[src/rtl/cycle_sequencer.sv]
`default_nettype none
// ============================================================================
// Module : cycle_sequencer
// Brief  : multi-cycle instruction sequencer with memory/IO waits and halt/step debug
// Rev    : 1.0
// ============================================================================
module cycle_sequencer #(
  parameter int IMEM_WAIT = 0,
  parameter int DMEM_WAIT = 1,
  parameter int CNT_W     = 16
) (
  input  logic             i_clk,
  input  logic             i_rst,
  input  logic             i_halt_op,
  input  logic             i_in_op,
  input  logic             i_out_op,
  input  logic             i_dmem_op,
  input  logic             i_in_valid,
  input  logic             i_out_ready,
  input  logic             i_resume,
  input  logic             i_step_mode,
  input  logic             i_step,
  output logic             o_ir_ld,
  output logic             o_commit,
  output logic             o_pc_adv,
  output logic             o_in_ack,
  output logic             o_out_valid,
  output logic             o_halted,
  output logic             o_paused,
  output logic [2:0]       o_state,
  output logic [CNT_W-1:0] o_instr_cnt
);

  localparam int                WAIT_W      = 8;
  localparam logic [WAIT_W-1:0] c_imem_last = WAIT_W'(IMEM_WAIT);
  localparam logic [WAIT_W-1:0] c_dmem_last = WAIT_W'(DMEM_WAIT - 1);

  typedef enum logic [2:0] {
    ST_FETCH  = 3'd0,
    ST_DECODE = 3'd1,
    ST_EXEC   = 3'd2,
    ST_MEM    = 3'd3,
    ST_IO_IN  = 3'd4,
    ST_IO_OUT = 3'd5,
    ST_HALTED = 3'd6,
    ST_PAUSE  = 3'd7
  } state_t;

  state_t            r_state;
  logic [WAIT_W-1:0] r_wait;
  logic [CNT_W-1:0]  r_instr_cnt;

  logic   w_fetch_done;
  logic   w_mem_done;
  logic   w_in_done;
  logic   w_out_done;
  logic   w_commit;
  logic   w_resume;
  state_t w_after_commit;

  assign w_fetch_done   = (r_state == ST_FETCH)  && (r_wait == c_imem_last);
  assign w_mem_done     = (r_state == ST_MEM)    && (r_wait == c_dmem_last);
  assign w_in_done      = (r_state == ST_IO_IN)  && i_in_valid;
  assign w_out_done     = (r_state == ST_IO_OUT) && i_out_ready;
  assign w_commit       = (r_state == ST_EXEC) || w_mem_done || w_in_done || w_out_done;
  assign w_resume       = (r_state == ST_HALTED) && i_resume;
  assign w_after_commit = i_step_mode ? ST_PAUSE : ST_FETCH;

  // Strobes are masked while reset is held so the FETCH state seen during reset emits nothing.
  assign o_ir_ld     = w_fetch_done & ~i_rst;
  assign o_commit    = w_commit & ~i_rst;
  assign o_pc_adv    = (w_commit | w_resume) & ~i_rst;
  assign o_in_ack    = w_in_done & ~i_rst;
  assign o_out_valid = (r_state == ST_IO_OUT) & ~i_rst;
  assign o_halted    = (r_state == ST_HALTED);
  assign o_paused    = (r_state == ST_PAUSE);
  assign o_state     = r_state;
  assign o_instr_cnt = r_instr_cnt;

  always_ff @(posedge i_clk or posedge i_rst) begin
    if (i_rst) begin
      r_state     <= ST_FETCH;
      r_wait      <= '0;
      r_instr_cnt <= '0;
    end else begin
      if (w_commit) begin
        r_instr_cnt <= r_instr_cnt + CNT_W'(1);
      end
      case (r_state)
        ST_FETCH: begin
          if (w_fetch_done) begin
            r_wait  <= '0;
            r_state <= ST_DECODE;
          end else begin
            r_wait <= r_wait + WAIT_W'(1);
          end
        end
        ST_DECODE: begin
          r_wait <= '0;
          if (i_halt_op)      r_state <= ST_HALTED;
          else if (i_in_op)   r_state <= ST_IO_IN;
          else if (i_out_op)  r_state <= ST_IO_OUT;
          else if (i_dmem_op) r_state <= ST_MEM;
          else                r_state <= ST_EXEC;
        end
        ST_EXEC: r_state <= w_after_commit;
        ST_MEM: begin
          if (w_mem_done) begin
            r_wait  <= '0;
            r_state <= w_after_commit;
          end else begin
            r_wait <= r_wait + WAIT_W'(1);
          end
        end
        ST_IO_IN:  if (w_in_done)  r_state <= w_after_commit;
        ST_IO_OUT: if (w_out_done) r_state <= w_after_commit;
        ST_HALTED: if (i_resume)   r_state <= ST_FETCH;
        ST_PAUSE:  if (i_step || !i_step_mode) r_state <= ST_FETCH;
        default:   r_state <= ST_FETCH;
      endcase
    end
  end

endmodule
`default_nettype wire

[config.mk]
export PLATFORM = sky130hd
export DESIGN_NAME = cycle_sequencer
export DESIGN_NICKNAME = d
export VERILOG_FILES = /design/src/rtl/cycle_sequencer.sv
export SDC_FILE = /design/constraint.sdc
export NUM_CORES = 1
export LEC_CHECK = 0
export ABC_AREA = 1
export CAP_MARGIN = 20
export CELL_PAD_IN_SITES_DETAIL_PLACEMENT = 0
export CELL_PAD_IN_SITES_GLOBAL_PLACEMENT = 1
export CORE_MARGIN = 10
export CORE_UTILIZATION = 33
export DETAILED_ROUTE_END_ITERATION = 8
export GPL_TIMING_DRIVEN = 0
export PLACE_DENSITY_LB_ADDON = 0.1
export SYNTH_ARGS = -nofsm -noshare
export SYNTH_HDL_FRONTEND = slang
export SYNTH_SLANG_ARGS = --single-unit
[constraint.sdc]
create_clock -name i_clk -period 1.25 [get_ports i_clk]
set_input_delay 0.1875 -clock i_clk [delete_from_list [all_inputs] [get_ports i_clk]]
set_output_delay 0.1875 -clock i_clk [all_outputs]
set_load 0.01 [all_outputs]
==> impl_metrics.csv, run 1 <==
group,metric,value,unit
status,status,"finished, violations left",
detailed_routing,dr.pass1.iters,4,
timing,slew_headroom,58.1,%
global_routing,grt_pass1_vias,2037,
setup_path,critical_path.top_delay_family,"simple AND/OR/NAND/NOR gates",
timing,maxSlewViolCount,0,
logic_synthesis,avgSynthCellArea,6.85,um^2
logic_synthesis,syn_inst,287,
global_routing,grt_max_degree,17,
cts,numClockSinks,27,
layout,regArea,682,um^2
logic_synthesis,netlist_area,1970,um^2
global_routing,grt_busiest_layer,"met2",
die,rows,28,
global_routing,met1_usage,12.2,%
logic_synthesis,yosys.area.top_type,"dfrtp_1",
setup_path,crit_arrival,1470,ps
setup_path,slowest_delay,420,ps
timing,finalCritPeriodShare,133,%
setup_path,path_cells,"inv_2 > ha_4 > nand2_2 > nor2_4 > nand2_4 > nand2_4 > inv_8 > nor2_4 > buf_6",
layout,multi_input_area,1200,um^2
layout,area_delta_synth_final,49.5,%
timing,setup_viol,34,
timing,rsz0062_at_grt,"yes",
cts,cts_tree,"yes",
cts,clock_path_buffers,2,
die,die_h,97.2,um
cts,cts.reportedPaths.clkPinSlew,100,ps
setup_path,critPathSlowestCell,"dfrtp_1",
global_routing,antenna_found_initial,0,
logic_synthesis,seq_area_frac_synth,34.4,%
power_and_ir_drop,power_leakage,1.49,nW
cts,ctsRootBufferMaster,"clkbuf_8",
place,gp_congestion,0.773,
global_routing,overflow,0,
place,dp_slack,-746,ps
cts,htree_levels,1,
detailed_routing,first_iter_violations,35,
timing,tns,-6100,ps
cts,cts_buffers,3,
cts,cts_hold_buf,0,
detailed_routing,drc,0,
timing,timing.final.ws_setup,-411,ps
die,coreArea,5850,um^2
place,dpl.hpwl,3920,um
setup_path,cp-start-kind,"flop",
timing,worst_pin_slew,628,ps
cts,clock_latency,280,ps
die,die_w,97.2,um
setup_path,critPathMaxFanout,3,
worst_hold_path,worst_hold_path_type,"flop to flop",
job,cap_viol_max_count,0,
place,dp.cells,399,
global_routing,grt_use_met2,20.2,%
timing,period_minus_slack,1660,ps
detailed_routing,viasPerCell,4.49,
power_and_ir_drop,ir_drop,1.18,mV
setup_path,crit_buf_inv,3,
status,violations,"setup timing",
timing,skew,3.99,ps
logic_synthesis,synth_fp_nets,301,
setup_path,crit_type,"flop to output pin",
logic_synthesis,synth.top_cells.by_area,"dfrtp_1 34%, nand2_1 19%, nor2_1 8.0%",
power_and_ir_drop,p_per_area,1840,nW/um^2
die,initial_utilization,33.6,%
detailed_routing,post_drt_wl_per_cell,12.1,um
die,die_area,9440,um^2
timing,fmax,602,MHz
layout,antenna_cells,0,
detailed_routing,routed_wl,5350,um
global_routing,grt_pass1_wl,8920,um
layout,fillers,622,
place,io_buffer_count,36,
layout,stdcell_count,443,
logic_synthesis,synth_cell_type_count,27,
logic_synthesis,synth-seq-cells,27,
die,io_pins,37,
logic_synthesis,yosysTopAreaCellShare,34.4,%
global_routing,grt_use_total,10.9,%
setup_path,required,1060,ps
logic_synthesis,yosysWarnings,0,
layout,nets,383,
detailed_routing,ant_nets,0,
layout,drive_above_1_share,32.9,%
detailed_routing,vias,1991,
global_routing,grt_use_met3,2.20,%
timing,hold_violations,0,
setup_path,crit_path_end_kind,"output pin",
==> path summary, 6_finish.rpt <==
| path | start | to | slack (ps) | cells past startpoint |
|---|---|---|---|---|
| max reg2reg | r_wait[0] | o_instr_cnt[8] | -210 | 10 |
| min in group asynchronous | i_rst | r_wait[0] | 520 | 2 |
| min reg2reg | o_instr_cnt[1] | o_instr_cnt[1] | 510 | 2 |
| max | r_wait[0] | o_commit | -410 | 9 |
| min | o_instr_cnt[1] | o_instr_cnt[1] | 510 | 2 |
| max in group asynchronous | i_rst | o_instr_cnt[11] | 230 | 3 |
==> layout make-up <==
type	instances	share of cell area (%)
clock inverter	1	0.255
sequential	27	23.2
clock buffer	3	1.40
buffer	5	2.34
multi-input combinational	217	41.0
timing repair buffer	77	23.0
tap	75	3.19
inverter	38	5.62
==> cell usage after synthesis <==
cell,count
nand2_1,101
dfrtp_1,27
o21ai_2,7
nand3_1,14
xor2_1,9
inv_1,31
xnor2_1,1
nor2_1,42
ha_1,3
a31oi_1,1
nor2_4,2
inv_2,4
a21oi_1,2
nand4_1,8
nor2_2,5
o21bai_1,1
inv_4,2
nand2_4,3
buf_8,1
nand3_4,1
o21ai_0,6
nand3_2,3
nand2_2,6
clkinv_1,1
buf_6,4
nor3_1,1
a21boi_0,1
==> stage by stage <==
step	hold WS (ps)	util, %	area [um^2]	total power, mW
after detailed placement	537	42.5	2490	4.02
after floorplan	240	-	2010	3.17
after global routing	536	50.2	2940	5.88
after CTS	515	47.3	2770	5.12
after global placement	526	42.1	2460	4.02
final	506	50.2	2940	5.41
==> layout by cell type, fill, tap and decap left out, drive strengths merged <==
cell type / n
buf: 53
a31oi: 1
dlygate4sd2: 18
clkbuf: 4
clkdlybuf4s50: 10
a21oi: 2
xor2: 9
o21bai: 1
nor3: 1
nor2: 49
nand4: 8
nand2: 110
clkinvlp: 1
xnor2: 1
ha: 3
a21boi: 1
o21ai: 13
dfrtp: 27
nand3: 18
inv: 38
==> cell families after synthesis <==
kind of cell / synth area share (%)
compound gates: 6.24
xor+xnor: 4.46
flops: 34.4
simple gates: 42.5
fa+ha+maj: 1.91
buf+inv: 10.6
==> state kept, by name (all words and copies together) (netlist names) <==
signal	cells
o_instr_cnt	16
o_state	3
r_wait	8
==> worst register-to-register path, delay by kind of cell, from the launching register on <==
family	cells	cell delay, ps
and+or+nand+nor	5	430
buffers and inverters	3	380
AOI/OAI and AO/OA	1	50
adders and majority gates	1	120
DFF	1	420
==> timing repair <==
item | 4_1_cts | 5_1_grt
setup buffers | 26 | 12
endpoints found under the setup margin | 53 | 34
pin swaps | 10 | 10
gates cloned | 1 | 1
gates resized for setup | 79 | 19
==> layer usage <==
| layer | wire length (um) | part of all wire (%) | vias up |
|---|---|---|---|
| met5 | 0 | 0 | - |
| met4 | 83 | 1.6 | 0 |
| met3 | 169 | 3.2 | 7 |
| met2 | 2820 | 53 | 28 |
| met1 | 2270 | 42 | 900 |
| li1 | - | - | 1056 |
==> power by group <==
| group | internal [mW] | switching (mW) | total (mW) |
|---|---|---|---|
| Clock | 0.227 | 0.307 | 0.534 |
| Sequential | 1.05 | 0.125 | 1.18 |
| Combinational | 1.67 | 2.03 | 3.70 |
No activity file was read; power rests on OpenSTA's default activity.
==> run 2, diff against run 1 <==
--- a/config.mk
+++ b/config.mk
@@ -9,10 +9,10 @@
 export CAP_MARGIN = 20
 export CELL_PAD_IN_SITES_DETAIL_PLACEMENT = 0
 export CELL_PAD_IN_SITES_GLOBAL_PLACEMENT = 1
-export CORE_MARGIN = 10
 export CORE_UTILIZATION = 33
 export DETAILED_ROUTE_END_ITERATION = 8
 export GPL_TIMING_DRIVEN = 0
+export MAX_ROUTING_LAYER = met4
 export PLACE_DENSITY_LB_ADDON = 0.1
 export SYNTH_ARGS = -nofsm -noshare
 export SYNTH_HDL_FRONTEND = slang
==> impl_metrics.csv, run 2 (same netlist as run 1, synthesis figures left out) <==
group,metric,value,unit
status,status,"finished, violations left",
status,violations,"setup timing",
setup_path,crit_type,"flop to output pin",
place,dpl.hpwl,3580,um
timing,maxSlewViolCount,0,
die,rows,27,
global_routing,overflow,0,
setup_path,path_cells,"inv_2 > ha_4 > nand2_2 > nor2_4 > nand2_2 > nand2_4 > inv_8 > nor2_4 > buf_6",
timing,finalCritPeriodShare,134,%
layout,layout_common_cells,"91 x nand2_1, 40 x buf_4, 32 x nor2_1",
setup_path,crit_path_start,"r_wait[0]",
detailed_routing,routed_wl,5150,um
cts,cts_buffers,3,
place,gp_congestion,0.773,
power_and_ir_drop,p_per_area,1920,nW/um^2
timing,setup_viol,33,
setup_path,required,1060,ps
die,die_w,79.2,um
timing,slew_headroom,60.7,%
die,die_h,79.2,um
setup_path,r2r-end,"o_instr_cnt[6]",
layout,area_delta_synth_final,54.9,%
power_and_ir_drop,ir_drop,1.09,mV
timing,rsz0062_at_grt,"yes",
layout,largest_reg_flops,16,
cts,numClockSinks,27,
global_routing,grt_use_total,17.7,%
setup_path,critPathSlowestCell,"dfrtp_1",
detailed_routing,first_iter_violations,106,
job,cap_viol_max_count,0,
detailed_routing,drc,0,
global_routing,grt_max_degree,18,
setup_path,crit_arrival,1490,ps
setup_path,crit_path_end_kind,"output pin",
cts,ctsRootBufferMaster,"clkbuf_8",
timing,tns,-7860,ps
place,dp_slack,-747,ps
global_routing,antenna_found_initial,0,
timing,worst_pin_slew,589,ps
layout,fillers,574,
detailed_routing,dr.pass1.iters,4,
worst_hold_path,worst_hold_path_type,"flop to flop",
setup_path,critPathCapture,"o_commit",
detailed_routing,ant_nets,0,
setup_path,critPathMaxFanout,2,
power_and_ir_drop,power_leakage,1.55,nW
setup_path,slowest_delay,420,ps
die,initial_utilization,35.1,%
layout,nets,389,
detailed_routing,viasPerCell,4.57,
cts,clock_latency,280,ps
cts,cts.reportedPaths.clkPinSlew,110,ps
layout,regArea,679,um^2
timing,whs,509,ps
detailed_routing,post_drt_wl_per_cell,11.5,um
timing,period_minus_slack,1680,ps
cts,clock_path_buffers,2,
layout,layout.cells.most_common,"nand2_1",
setup_path,r2r_slack,-320,ps
die,io_pins,37,
timing,skew,12.1,ps
setup_path,r2r_start,"o_state[1]",
cts,cts_tree,"yes",
detailed_routing,vias,2039,
layout,antenna_cells,0,
global_routing,grt_pass1_wl,8560,um
layout,multi_input_area,1250,um^2
timing,fmax,596,MHz
global_routing,grt_pass1_vias,1889,
timing,hold_violations,0,
setup_path,cp-start-kind,"flop",
place,io_buffer_count,36,
power_and_ir_drop,p_total,5.85,mW
setup_path,reg2reg_depth,10,
cts,htree_levels,1,
die,coreArea,5610,um^2
layout,drive_above_1_share,35.6,%
die,die_area,6270,um^2
timing,timing.final.ws_setup,-429,ps
run 2: routing by layer:
layer,track usage [%],wire length (um)
met5,-,0
met4,4.36,27
met3,1.84,131
met2,31.9,2710
met1,21.1,2280
run 2: final cells by class:
type                       count  area share, %
buffer                         5           2.26
clock buffer                   3           1.36
clock inverter                 1          0.247
inverter                      38           5.43
multi-input combinational    217           41.0
sequential                    27           22.3
tap                           72           2.96
timing repair buffer          83           24.4
run 2: where the power goes:
part           leakage, nW  internal (mW)  switching, mW
registers            0.360           1.05          0.112
clock network       0.0217          0.227          0.321
logic                 1.17           1.95           2.19
total                 1.55           3.23           2.62
run 2: worst min-delay path by stage:
stage                          startpoint         endpoint  slack, ps  cells past startpoint
after floorplan                     i_rst   o_instr_cnt[0]        240                      1
after global placement    o_instr_cnt[15]  o_instr_cnt[15]        510                      2
after detailed placement  o_instr_cnt[15]  o_instr_cnt[15]        530                      2
after CTS                  o_instr_cnt[1]   o_instr_cnt[1]        510                      2
after global routing       o_instr_cnt[1]   o_instr_cnt[1]        570                      2
final                      o_instr_cnt[1]   o_instr_cnt[1]        510                      2
run 2: metrics by stage:
stage	cell area [um^2]	util, %	instances
global placement	2460	43.8	395
finish	3040	54.3	446
CTS	2730	48.6	427
floorplan	2010	-	287
detailed placement	2480	44.3	396
global route	3040	54.3	446
run 2: what timing repair did:
action / CTS / global route
hold buffers: 0 / 0
endpoints found under the setup margin: 53 / 35
pin swaps: 6 / 20
gates cloned: 1 / 2
gates resized for setup: 63 / 48
setup buffers: 26 / 18
run 2: worst max-delay path, delay by kind of cell (launching register included):
family | cells | cell delay [ps]
flip-flops | 1 | 420
AND/OR/NAND/NOR | 5 | 430
adder cells (fa/ha/maj) | 1 | 130
buffers and inverters | 3 | 240
==> run 3, diff against run 2 <==
--- a/config.mk
+++ b/config.mk
@@ -10,6 +10,7 @@
 export CELL_PAD_IN_SITES_DETAIL_PLACEMENT = 0
 export CELL_PAD_IN_SITES_GLOBAL_PLACEMENT = 1
 export CORE_UTILIZATION = 33
+export CTS_CLUSTER_SIZE = 8
 export DETAILED_ROUTE_END_ITERATION = 8
 export GPL_TIMING_DRIVEN = 0
 export MAX_ROUTING_LAYER = met4
==> results of run 3 <==
No change in the layout: final DEF, timing and power equal those of run 2.
